`config.mk`:
```
export PLATFORM = sky130hd
export DESIGN_NAME = rdma_tx_pkt
export DESIGN_NICKNAME = d
export VERILOG_FILES = /design/src/rtl/rdma_tx_pkt.sv
export SDC_FILE = /design/constraint.sdc
export NUM_CORES = 1
export LEC_CHECK = 0
export BUFFER_PORTS_ARGS = -buffer_cell sky130_fd_sc_hd__buf_2
export CORE_MARGIN = 2
export CORE_UTILIZATION = 24
export DETAILED_ROUTE_END_ITERATION = 7
export PLACE_DENSITY = 0.47
export SLEW_MARGIN = 20
export SYNTH_ARGS = -nofsm -noshare
export SYNTH_HDL_FRONTEND = slang
export SYNTH_SLANG_ARGS = --single-unit
export TNS_END_PERCENT = 100
```
`constraint.sdc`:
```
create_clock -name clk -period 6 [get_ports clk]
set_input_delay 0.3 -clock clk [delete_from_list [all_inputs] [get_ports clk]]
set_output_delay 0.3 -clock clk [all_outputs]
set_load 0.005 [all_outputs]
```
`src/rtl/rdma_tx_pkt.sv`:
```
// RC transmit packetizer: each accepted send request produces a two-beat header (opcode/PKEY/QPN,
// then PSN/length) followed by the payload beats, on a 64-bit valid/ready stream with a last marker.
module rdma_tx_pkt #(
    parameter int unsigned LEN_W    = 16,
    parameter logic [23:0] PSN_INIT = 24'h0,
    parameter logic [15:0] PKEY     = 16'hFFFF
) (
    input  logic             clk,
    input  logic             rst,
    input  logic             req_valid,
    output logic             req_ready,
    input  logic [7:0]       req_opcode,
    input  logic [23:0]      req_qpn,
    input  logic [LEN_W-1:0] req_len,
    input  logic             pl_valid,
    output logic             pl_ready,
    input  logic [63:0]      pl_data,
    output logic             tx_valid,
    input  logic             tx_ready,
    output logic [63:0]      tx_data,
    output logic             tx_last,
    output logic [23:0]      psn_cur,
    output logic             pkt_done
);

    localparam logic [1:0] S_IDLE    = 2'd0;
    localparam logic [1:0] S_HDR1    = 2'd1;
    localparam logic [1:0] S_PAYLOAD = 2'd2;

    logic [1:0]       state_q, state_d;
    logic [LEN_W-1:0] len_q, len_d;
    logic [LEN_W-1:0] cnt_q, cnt_d;
    logic [23:0]      psn_q, psn_d;
    logic             tx_valid_q, tx_valid_d;
    logic [63:0]      tx_data_q, tx_data_d;
    logic             tx_last_q, tx_last_d;
    logic             pkt_done_q, pkt_done_d;
    logic             slot_free;
    logic [15:0]      len16;

    // The output slot can take a new beat when empty or draining this cycle.
    assign slot_free = !tx_valid_q || tx_ready;
    assign req_ready = (state_q == S_IDLE) && slot_free;
    assign pl_ready  = (state_q == S_PAYLOAD) && slot_free;
    assign len16     = 16'(len_q);

    always_comb begin
        state_d    = state_q;
        len_d      = len_q;
        cnt_d      = cnt_q;
        psn_d      = psn_q;
        tx_valid_d = tx_valid_q;
        tx_data_d  = tx_data_q;
        tx_last_d  = tx_last_q;
        pkt_done_d = tx_valid_q && tx_ready && tx_last_q;
        if (slot_free) tx_valid_d = 1'b0;
        case (state_q)
            S_IDLE: begin
                if (req_valid && req_ready) begin
                    len_d      = req_len;
                    tx_data_d  = {req_opcode, 8'h00, PKEY, 8'h00, req_qpn};
                    tx_valid_d = 1'b1;
                    tx_last_d  = 1'b0;
                    state_d    = S_HDR1;
                end
            end
            S_HDR1: begin
                if (slot_free) begin
                    tx_data_d  = {8'h00, psn_q, 16'h0000, len16};
                    tx_valid_d = 1'b1;
                    tx_last_d  = (len_q == '0);
                    psn_d      = psn_q + 24'd1;
                    cnt_d      = len_q;
                    state_d    = (len_q == '0) ? S_IDLE : S_PAYLOAD;
                end
            end
            S_PAYLOAD: begin
                if (pl_valid && slot_free) begin
                    tx_data_d  = pl_data;
                    tx_valid_d = 1'b1;
                    tx_last_d  = (cnt_q == LEN_W'(1));
                    cnt_d      = cnt_q - LEN_W'(1);
                    if (cnt_q == LEN_W'(1)) state_d = S_IDLE;
                end
            end
            default: state_d = S_IDLE;
        endcase
    end

    always_ff @(posedge clk or posedge rst) begin
        if (rst) begin
            state_q    <= S_IDLE;
            len_q      <= '0;
            cnt_q      <= '0;
            psn_q      <= PSN_INIT;
            tx_valid_q <= 1'b0;
            tx_data_q  <= 64'h0;
            tx_last_q  <= 1'b0;
            pkt_done_q <= 1'b0;
        end else begin
            state_q    <= state_d;
            len_q      <= len_d;
            cnt_q      <= cnt_d;
            psn_q      <= psn_d;
            tx_valid_q <= tx_valid_d;
            tx_data_q  <= tx_data_d;
            tx_last_q  <= tx_last_d;
            pkt_done_q <= pkt_done_d;
        end
    end

    assign tx_valid = tx_valid_q;
    assign tx_data  = tx_data_q;
    assign tx_last  = tx_last_q;
    assign psn_cur  = psn_q;
    assign pkt_done = pkt_done_q;

endmodule

```
# After elaboration in Yosys (flattened, before gate mapping)
# Cells that the tools add are included.
# word_totals
regBits,125
inputBits,117
output_inout_bits,93
elab_cells,56
# op_classes
n_addsub,2
eq_ne,7
muxes,22
reduce_logical,17
# op_table
cell,count
2-to-1 mux 64 bit,3
case mux 64 bit (3 select lines),1
2-to-1 mux 16 bit,2
case mux 16 bit (2 select lines),1
adder 24 x 1 -> 24 bit (second input constant),1
== test 16 x 1 -> 1 bit (second input constant),1
logical NOT 16 bit,1
subtractor 16 x 1 -> 16 bit (second input constant),1
2-to-1 mux 2 bit,5
AND reduction 4 bit,2
2-to-1 mux 1 bit,7
logical AND 1 bit,6
inequality test 2 x 1 -> 1 bit (second input constant),3
case mux 1 bit (3 select lines),2
case mux 2 bit (3 select lines),1
AND reduction 2 bit,2
AND reduction 3 bit,1
nonzero test 3 bit,1
== test 2 x 1 -> 1 bit (second input constant),1
== test 2 bit (second input constant),1
logical NOT 2 bit,1
inequality test 2 bit (second input constant),1
nonzero test 2 bit,1
logical NOT 1 bit,1
logical OR 1 bit,1

# Longest topological paths before layout
# Gate-level depths: netlist of the first run.
# logic_depth
depth_word,6
mapped_depth,8
ltp_nobuf,6

# Least setup slack after synthesis of the first run
# OpenSTA, ideal clock, no wires.
# synth_timing
kind,reg2reg
startpoint,register state_q[0]
endpoint,register tx_data_q[0] (netlist: tx_data[0])
setup_ns,0.125
arrival_time_ns,1.817
t_required_ns,5.875
setup_slack_ns,4.058
path_stages_with_launch,9
path_buffers,2
period_less_slack_ns,1.942
cell_sequence,dfrtp_1 -> inv_1 -> ha_1 -> nand2b_1 -> o21ai_1 -> a211oi_1 -> buf_2 -> buf_4 -> mux2_2
# synth_between
elab_chain_len,5
elab_cells_between_ends,11
cone_classes,eq/ne (5); mux (1); reduce/logical (5)
# synth_rtl
item,line,text
"start, declared",30,"logic [1:0] state_q, state_d;"
"start signal, assigned",101,state_q <= state_d;
logical NOT 2 bit,"43, 57",
logical AND 1 bit,43,assign req_ready = (state_q == S_IDLE) && slot_free;
logical AND 1 bit,59,if (req_valid && req_ready) begin
inequality test 2 x 1 -> 1 bit (no source line),n/a,
AND reduction 4 bit (no source line),n/a,
"end signal, assigned",106,tx_data_q <= tx_data_d;
"end, declared",35,"logic [63:0] tx_data_q, tx_data_d;"
# Parallel ways exist; a longest one is shown, timed or not.
# A chain may end at the register's enable or synchronous reset.

# Worst setup path in the final report of the first run
# layout_timing
startpoint,register state_q[1]
endpoint,register tx_data_q[3] (netlist: tx_data[3])
# The elaborated chain is that of the path after synthesis.

==> results.cfg, run 1 <==
[drt]
wl_um = 19500
detail_route.wl_per_cell_um = 17.3
drc_errors = 3
drt-initial-drc-count = 285
vias = 5349
vias_per_cell = 4.74
first_pass_iters = 6
antenna_left = 0

[finish]
seq_area_um2 = 3130
final_cell_mix = 209 x buf_2, 125 x dfrtp_1, 74 x mux2_2
stdcell_count = 1128
drive_above_1_share = 0.414
nets = 907
final_common_cell = buf_2
fillers = 2756
area_growth_pct = 30.4
multi_input_area_um2 = 3020

[status]
status = finished with violations
violations = DRC

[power_and_ir_drop]
power_density_nw_per_um2 = 338
peakVddDrop_uv = 190
report.power.total_mw = 2.82
leakagePower_nw = 4.07

[logic_synthesis]
ys_warn_count = 0
syn-cell-area_um2 = 6420
async_flop_share = 1.00
syn_area_per_cell_um2 = 10.9
ys_seq_area_frac = 0.488
synth_edf_count = 0
synth.net_count = 712
synth_flop_cell = dfrtp_1
yosysUniqueCellTypes = 58
yosys_register_bits = 125
netlist_instances = 587

[sta]
setup_viol = 0
worst_clock_skew_ns = 0.0305
rsz0062_at_grt = no
period_minus_slack_ns = 3.29
worstMarginPinSlew_ns = 0.951
fin_setup_tns_ns = 0
period_share = 0.548
drv_slew = 0
whs_ns = 0.118
layout_setup_ws_ns = 2.71
finalHoldViolations = 0
slew_headroom = 0.366
timing.fmax_mhz = 304

[setup_path]
critPathMostFrequentCell = buf_4
cp.arrival_ns = 3.59
crit_path_max_incr_delay_ns = 0.72
critPathBufInv = 3
worstSetupPathType = register to register
crit_chain = inv_1 -> ha_2 -> buf_4 -> nor2_1 -> o21ai_1 -> a211oi_4 -> buf_4 -> mux2_2
crit_family = buffers and inverters
crit_slowest_cell = buf_4
end_kind = register
crit_path_max_fanout = 56
cp_data_required_time_ns = 6.30
startpoint_type = register

[die]
die_w_um = 168
ios = 210
die_h_um = 168
die-area_um2 = 28100
num_rows = 59
core-area_um2 = 26100
start_util = 0.246

[global_routing]
grt_pass1_wl_um = 30900
grt_usage = 0.140
grt_pass1_vias = 5428
grt_max_degree = 67
antenna_found_initial = 1
grt_overflow = 0

[clock_network]
htreeDepth = 4
root_buffer = clkbuf_16
cts_buffer_depth = 2
cts.sinks = 125
post-cts-setup-buffers = 0
worstSkewPairLatency_ns = 0.42
cts_tree = built
numCtsBuffers = 17
clkTransAtPathRegs_ns = 0.06

[placement]
dpl.hpwl_um = 13700
dp.cells = 1097
dp_slack_ns = 2.61
port-buffer-count = 209
gp_congestion = 0.752

[run]
drv_cap = 0

[hold_path]
hp-class = primary input to register
[worst reg2reg max path, delay by kind of cell, from the launching register on]
family / cells / cell delay [ns]
muxes: 1 / 0.48
AOI/OAI and AO/OA: 2 / 0.83
and+or+nand+nor: 1 / 0.19
buffers and inverters: 3 / 1.13
adders and majority gates: 1 / 0.18
DFF: 1 / 0.37
[sequential cells by signal, indices dropped and copies added (netlist names)]
register and count:
tx_data 64, len16 16, tx_last 1, state_q 2
pkt_done 1, psn_cur 24, cnt_q 16, tx_valid 1
[cells in the mapped netlist (10+ instances only)]
master	count	area share
o22ai_1	12	0.012
mux2_2	74	0.13
nor4_1	10	0.0098
mux2i_1	15	0.023
dfrtp_1	125	0.49
nor3_1	10	0.0078
clkbuf_1	24	0.014
nand4_1	14	0.014
nand3_1	16	0.012
a221o_1	15	0.023
nand2_1	27	0.016
a21oi_1	31	0.024
a22oi_1	15	0.018
xor2_1	17	0.023
a22o_1	24	0.033
inv_1	26	0.015
nor2_1	41	0.024
[metal layers]
| metal | vias up | GRT usage | share of wire |
|---|---|---|---|
| li1 | 2572 | - | - |
| met5 | - | 0 | 0 |
| met3 | 12 | 0.0291 | 0.045 |
| met1 | 2627 | 0.185 | 0.46 |
| met4 | 0 | 0.0480 | 0.010 |
| met2 | 138 | 0.227 | 0.49 |
[power by group]
group	switching [mW]	internal (mW)	total (mW)
Clock	0.372	0.679	1.05
Combinational	0.332	0.352	0.684
Sequential	0.119	0.970	1.09
[kinds of logic after synthesis]
group / after synthesis / synth area share
and+or+nand+nor: 145 / 0.119
AOI/OAI and AO/OA: 130 / 0.148
DFF: 125 / 0.488
muxes: 89 / 0.153
buffers and inverters: 67 / 0.0454
xor gates and xnor gates: 23 / 0.0314
adders and majority gates: 8 / 0.0156
[worst paths after layout]
| kind | end | cells past startpoint | slack [ns] | from |
|---|---|---|---|---|
| max in group asynchronous | cnt_q[4] | 4 | 4.15 | rst |
| worst min register to register | tx_data[59] | 1 | 0.50 | tx_data[59] |
| worst max register to register | tx_data[3] | 8 | 2.71 | state_q[1] |
| worst min-delay path | len16[11] | 2 | 0.12 | req_len[11] |
| worst max-delay path | tx_data[3] | 8 | 2.71 | state_q[1] |
| min in group asynchronous | tx_data[27] | 3 | 0.51 | rst |
[final cells by class]
cell class	count	area share
Sequential cell	125	0.374
Multi-Input combinational cell	395	0.361
Timing Repair Buffer	215	0.131
Clock buffer	23	0.0571
Tap cell	335	0.0501
Clock inverter	6	0.0133
Inverter	28	0.0132
Antenna cell	1	0.000299
[metrics by stage]
stage,utilization,area (um^2)
after floorplan,-,6420
final,0.320,8360
after detailed placement,0.297,7760
after CTS,0.320,8360
after global placement,0.297,7760
after global routing,0.320,8360
[what timing repair did]
item	in CTS	in global routing
gates resized for setup	0	0
hold buffers	1	0
endpoints found under the hold margin	59	0
Power figures use the tool's default switching activity.
==> run 2: changes to the inputs <==
--- a/config.mk
+++ b/config.mk
@@ -9,7 +9,7 @@
 export CORE_MARGIN = 2
 export CORE_UTILIZATION = 24
 export DETAILED_ROUTE_END_ITERATION = 7
-export PLACE_DENSITY = 0.47
+export PLACE_DENSITY = 0.48
 export SLEW_MARGIN = 20
 export SYNTH_ARGS = -nofsm -noshare
 export SYNTH_HDL_FRONTEND = slang
==> constraint.sdc (replaced) <==
create_clock -name clk -period 2.7 [get_ports clk]
set_input_delay 0.135 -clock clk [delete_from_list [all_inputs] [get_ports clk]]
set_output_delay 0.135 -clock clk [all_outputs]
set_load 0.005 [all_outputs]
==> run 2 against run 1 <==
Against the previous run:
- the run still ends with DRC left
- first-iteration DRC count grew 12%
- global-route usage grew 0.096 points
- routed wire length grew 0.23%
- critical path depth shrank 2
- combinational power grew 130%
- cell area grew 4.5%
- power grew 120%
==> results.cfg, run 2 (synthesized netlist as in run 1, its figures left out) <==
[die]
start_util = 0.246
die-area_um2 = 28100
core-area_um2 = 26100
die_h_um = 168
die_w_um = 168
num_rows = 59
ios = 210

[finish]
area_growth_pct = 36.3
largest_reg_flops = 64
nets = 946
fillers = 2775
drive_above_1_share = 0.416
final_common_cell = buf_2
stdcell_count = 1170
final_cell_mix = 209 x buf_2, 125 x dfrtp_1, 74 x mux2_2
finish.instance_area_um2 = 8740

[run]
drv_cap = 0

[sta]
period_share = 0.874
finalHoldViolations = 0
fin_setup_tns_ns = 0
whs_ns = 0.0588
period_minus_slack_ns = 2.36
rsz0062_at_grt = no
setup_viol = 0
drv_slew = 0
timing.fmax_mhz = 424
worstMarginPinSlew_ns = 0.673
worst_clock_skew_ns = 0.00966
slew_headroom = 0.549

[setup_path]
startpoint_type = register
cp_data_required_time_ns = 3.05
crit_chain = inv_1 -> ha_2 -> buf_4 -> o211ai_1 -> or4b_1 -> nand3_1
end_kind = register
crit_family = simple AND/OR/NAND/NOR gates
critPathBufInv = 2
worstSetupPathType = register to register
crit_path_max_fanout = 34
crit_path_max_incr_delay_ns = 0.56
crit_slowest_cell = or4b_1
cp.arrival_ns = 2.71

[power_and_ir_drop]
leakagePower_nw = 4.25
power_density_nw_per_um2 = 720
intPower_mw = 4.39
swShare = 0.303
clkPwrFrac = 0.361
power_frac_comb = 0.254
peakVddDrop_uv = 267
sequentialPowerShare = 0.385
switchingPower_mw = 1.91

[drt]
antenna_left = 0
drc_errors = 3
vias = 5513
vias_per_cell = 4.71
drt-initial-drc-count = 318
wl_um = 19500
first_pass_iters = 6
detail_route.wl_per_cell_um = 16.7

[clock_network]
numCtsBuffers = 17
htreeDepth = 4
clkTransAtPathRegs_ns = 0.06
root_buffer = clkbuf_16
cts_tree = built
cts_buffer_depth = 2
worstSkewPairLatency_ns = 0.42
cts.sinks = 125

[global_routing]
antenna_found_initial = 1
grt_pass1_wl_um = 31200
grt_pass1_vias = 5582
grt_max_degree = 64
grt_overflow = 0
grt_usage = 0.141

[placement]
port-buffer-count = 209
gp_congestion = 0.790
dp.cells = 1111
dpl.hpwl_um = 13900
dpl_cell_area_um2 = 7900

[hold_path]
hp-class = primary input to register

[status]
violations = DRC
status = finished with violations
[run 2: cell types whose count changed in the layout (fill, tap and decap cells not counted)]
cell and change:
inv_6 +1, nor2_2 +1, nor2_4 -1, buf_4 +11, clkinv_2 +3, dlygate4sd3_1 +25
buf_12 +3, clkbuf_8 -2, clkbuf_1 -2, clkinvlp_4 +1, clkinv_4 +3, bufinv_16 -1
[run 2: layout make-up]
cell class	instances	area, um^2	share of cell area
diodes	1	2.50	0.000286
clock buffers	19	443	0.0507
clock inverters	13	140	0.0160
inverters	28	109	0.0124
multi-input cells	395	3020	0.345
flip-flops and latches	125	3130	0.358
well taps	335	419	0.0479
repair buffers	254	1490	0.170
[run 2: worst reg2reg max path, cell delays in order, from the launching register on]
cell	delay, ns
dfrtp_1	0.40
inv_1	0.13
ha_2	0.42
buf_4	0.42
o211ai_1	0.29
or4b_1	0.57
nand3_1	0.08
[run 2: path summary, 6_finish.rpt]
kind	slack, ns	endpoint	cells past startpoint	startpoint
max	0.34	cnt_q[14]	6	state_q[1]
max in group asynchronous	1.95	psn_cur[18]	4	rst
min reg2reg	0.50	tx_data[34]	1	tx_data[34]
min in group asynchronous	0.16	tx_data[28]	3	rst
max reg2reg	0.34	cnt_q[14]	6	state_q[1]
min	0.06	tx_data[17]	3	pl_data[17]
[run 2: timing repair]
action                                 in CTS  in global routing
hold buffers                               26                  0
resized for setup                           0                  0
buffers inserted                            0                  0
endpoints found under the hold margin     150                  0
[run 2: per-stage QoR]
step | worst slack, ns | power [mW] | utilization
after global routing | 0.157 | 6.69 | 0.335
after detailed placement | 0.334 | 4.03 | 0.302
after global placement | 0.413 | 4.02 | 0.302
final | 0.339 | 6.30 | 0.335
after floorplan | 0.758 | 3.46 | -
after CTS | 0.327 | 6.37 | 0.335
[run 2: power by group through the flow]
stage / Sequential, mW / Clock, mW / Combinational (mW)
2_1_floorplan: 2.39 / 0 / 1.06
3_3_place_gp: 2.45 / 0 / 1.57
3_5_place_dp: 2.45 / 0 / 1.58
4_1_cts: 2.42 / 2.33 / 1.61
5_1_grt: 2.47 / 2.44 / 1.78
6_report: 2.42 / 2.28 / 1.60
[run 2: routing by layer]
metal  part of all wire  global-route usage  wire length (um)  vias up
met1               0.46               0.186              8980     2699
met3              0.045              0.0317               877       20
met4              0.015              0.0469               284        0
li1                   -                   -                 -     2655
met2               0.48               0.228              9380      139
met5                  0                   0                 0        -
==> run 3: changes to the inputs <==
--- a/config.mk
+++ b/config.mk
@@ -8,6 +8,7 @@
 export BUFFER_PORTS_ARGS = -buffer_cell sky130_fd_sc_hd__buf_2
 export CORE_MARGIN = 2
 export CORE_UTILIZATION = 24
+export CTS_BUF_LIST = sky130_fd_sc_hd__clkbuf_4 sky130_fd_sc_hd__clkbuf_8 sky130_fd_sc_hd__clkbuf_16
 export DETAILED_ROUTE_END_ITERATION = 7
 export PLACE_DENSITY = 0.48
 export SLEW_MARGIN = 20
==> run 3 against run 2 <==
Against the previous run:
- the run still ends with DRC left
- first-iteration DRC count increased by 0.63%
- final cell count unchanged
- global-route usage unchanged
- sequential cell count unchanged
- highest routed layer unchanged
==> results.cfg, run 3 (synthesized netlist as in run 1, its figures left out) <==
[drt]
vias = 5513
first_pass_iters = 6
drt-initial-drc-count = 320
antenna_left = 0
wl_um = 19500
drc_errors = 3
detail_route.wl_per_cell_um = 16.7
vias_per_cell = 4.71

[sta]
period_minus_slack_ns = 2.36
worstMarginPinSlew_ns = 0.674
timing.fmax_mhz = 424
rsz0062_at_grt = no
drv_slew = 0
finalHoldViolations = 0
whs_ns = 0.0588
fin_setup_tns_ns = 0
setup_viol = 0
worst_clock_skew_ns = 0.00966
period_share = 0.874
slew_headroom = 0.549

[clock_network]
worstSkewPairLatency_ns = 0.42
cts.sinks = 125
root_buffer = clkbuf_16
post-cts-setup-buffers = 0
cts_buffer_depth = 2
cts_hold_buf = 26
clkTransAtPathRegs_ns = 0.06
cts_resized = 0
cts_tree = built
numCtsBuffers = 17
htreeDepth = 4

[power_and_ir_drop]
swShare = 0.303
switchingPower_mw = 1.91
sequentialPowerShare = 0.384
intPower_mw = 4.40
power_density_nw_per_um2 = 721
power_frac_comb = 0.253
leakagePower_nw = 4.25
clkPwrFrac = 0.363
peakVddDrop_uv = 267

[die]
ios = 210
num_rows = 59
die_w_um = 168
start_util = 0.246
core-area_um2 = 26100
die_h_um = 168
die-area_um2 = 28100

[setup_path]
worstSetupPathType = register to register
ff2ff_setup_slack_ns = 0.34
cp.arrival_ns = 2.71
crit_chain = inv_1 -> ha_2 -> buf_4 -> o211ai_1 -> or4b_1 -> nand3_1
end_kind = register
startpoint_type = register
crit_path_max_incr_delay_ns = 0.56
cp_data_required_time_ns = 3.05
crit_slowest_cell = or4b_1
crit_path_max_fanout = 34

[global_routing]
grt_usage = 0.141
met2_usage = 0.228
met1_usage = 0.186
grt_busiest_layer = met2
grt_max_degree = 64
antenna_found_initial = 1
grt_pass1_vias = 5582
grt_pass1_wl_um = 31200
grt_util_met3 = 0.0317
grt_overflow = 0

[finish]
final_util = 0.335
area_growth_pct = 36.3
nets = 946
final_common_cell = buf_2
largest_reg_flops = 64
drive_above_1_share = 0.417
final_cell_mix = 209 x buf_2, 125 x dfrtp_1, 74 x mux2_2

[hold_path]
hp-class = primary input to register

[placement]
gp_congestion = 0.790
port-buffer-count = 209
dpl.hpwl_um = 13900

[run]
drv_cap = 0

[status]
violations = DRC
status = finished with violations
==> run 3: worst paths after layout <==
check / start / end / cells after the start
max: state_q[1] / cnt_q[14] / 6
min: pl_data[17] / tx_data[17] / 3
max reg2reg: state_q[1] / cnt_q[14] / 6
min reg2reg: tx_data[34] / tx_data[34] / 1
max in group asynchronous: rst / psn_cur[18] / 4
min in group asynchronous: rst / tx_data[28] / 3
==> run 3: cell type report <==
cell class	instances	area [um^2]
Fill cell	2773	17400
Sequential cell	125	3130
Multi-Input combinational cell	395	3020
Timing Repair Buffer	254	1490
Clock buffer	19	447
Tap cell	335	419
Clock inverter	13	140
Inverter	28	109
Antenna cell	1	2.50
==> run 3: layer usage <==
layer | up-vias | share of wire
met3 | 20 | 0.044
met4 | 0 | 0.015
met2 | 135 | 0.48
met5 | - | 0
li1 | 2656 | -
met1 | 2702 | 0.46
==> run 3: worst max-delay path: cells and delay by family, from the launching register on <==
kind	cells	cell delay [ns]
AND/OR/NAND/NOR	2	0.64
AO/OA/AOI/OAI	1	0.28
flip-flops	1	0.40
buffers and inverters	2	0.55
adder cells (fa/ha/maj)	1	0.42
==> run 3: per-stage QoR <==
stage / worst slack, ns / cells / total power [mW] / area, um^2
finish: 0.340 / 1170 / 6.31 / 8750
global route: 0.157 / 1170 / 6.70 / 8750
CTS: 0.327 / 1169 / 6.38 / 8750
detailed placement: 0.334 / 1111 / 4.03 / 7900
global placement: 0.413 / 1111 / 4.02 / 7900
floorplan: 0.758 / 587 / 3.46 / 6420
==> run 3: power groups by stage <==
| stage | logic, mW | registers (mW) | clock network, mW |
|---|---|---|---|
| final | 1.60 | 2.42 | 2.29 |
| after floorplan | 1.06 | 2.39 | 0 |
| after global routing | 1.78 | 2.47 | 2.45 |
| after CTS | 1.61 | 2.42 | 2.34 |
| after global placement | 1.57 | 2.45 | 0 |
| after detailed placement | 1.58 | 2.45 | 0 |
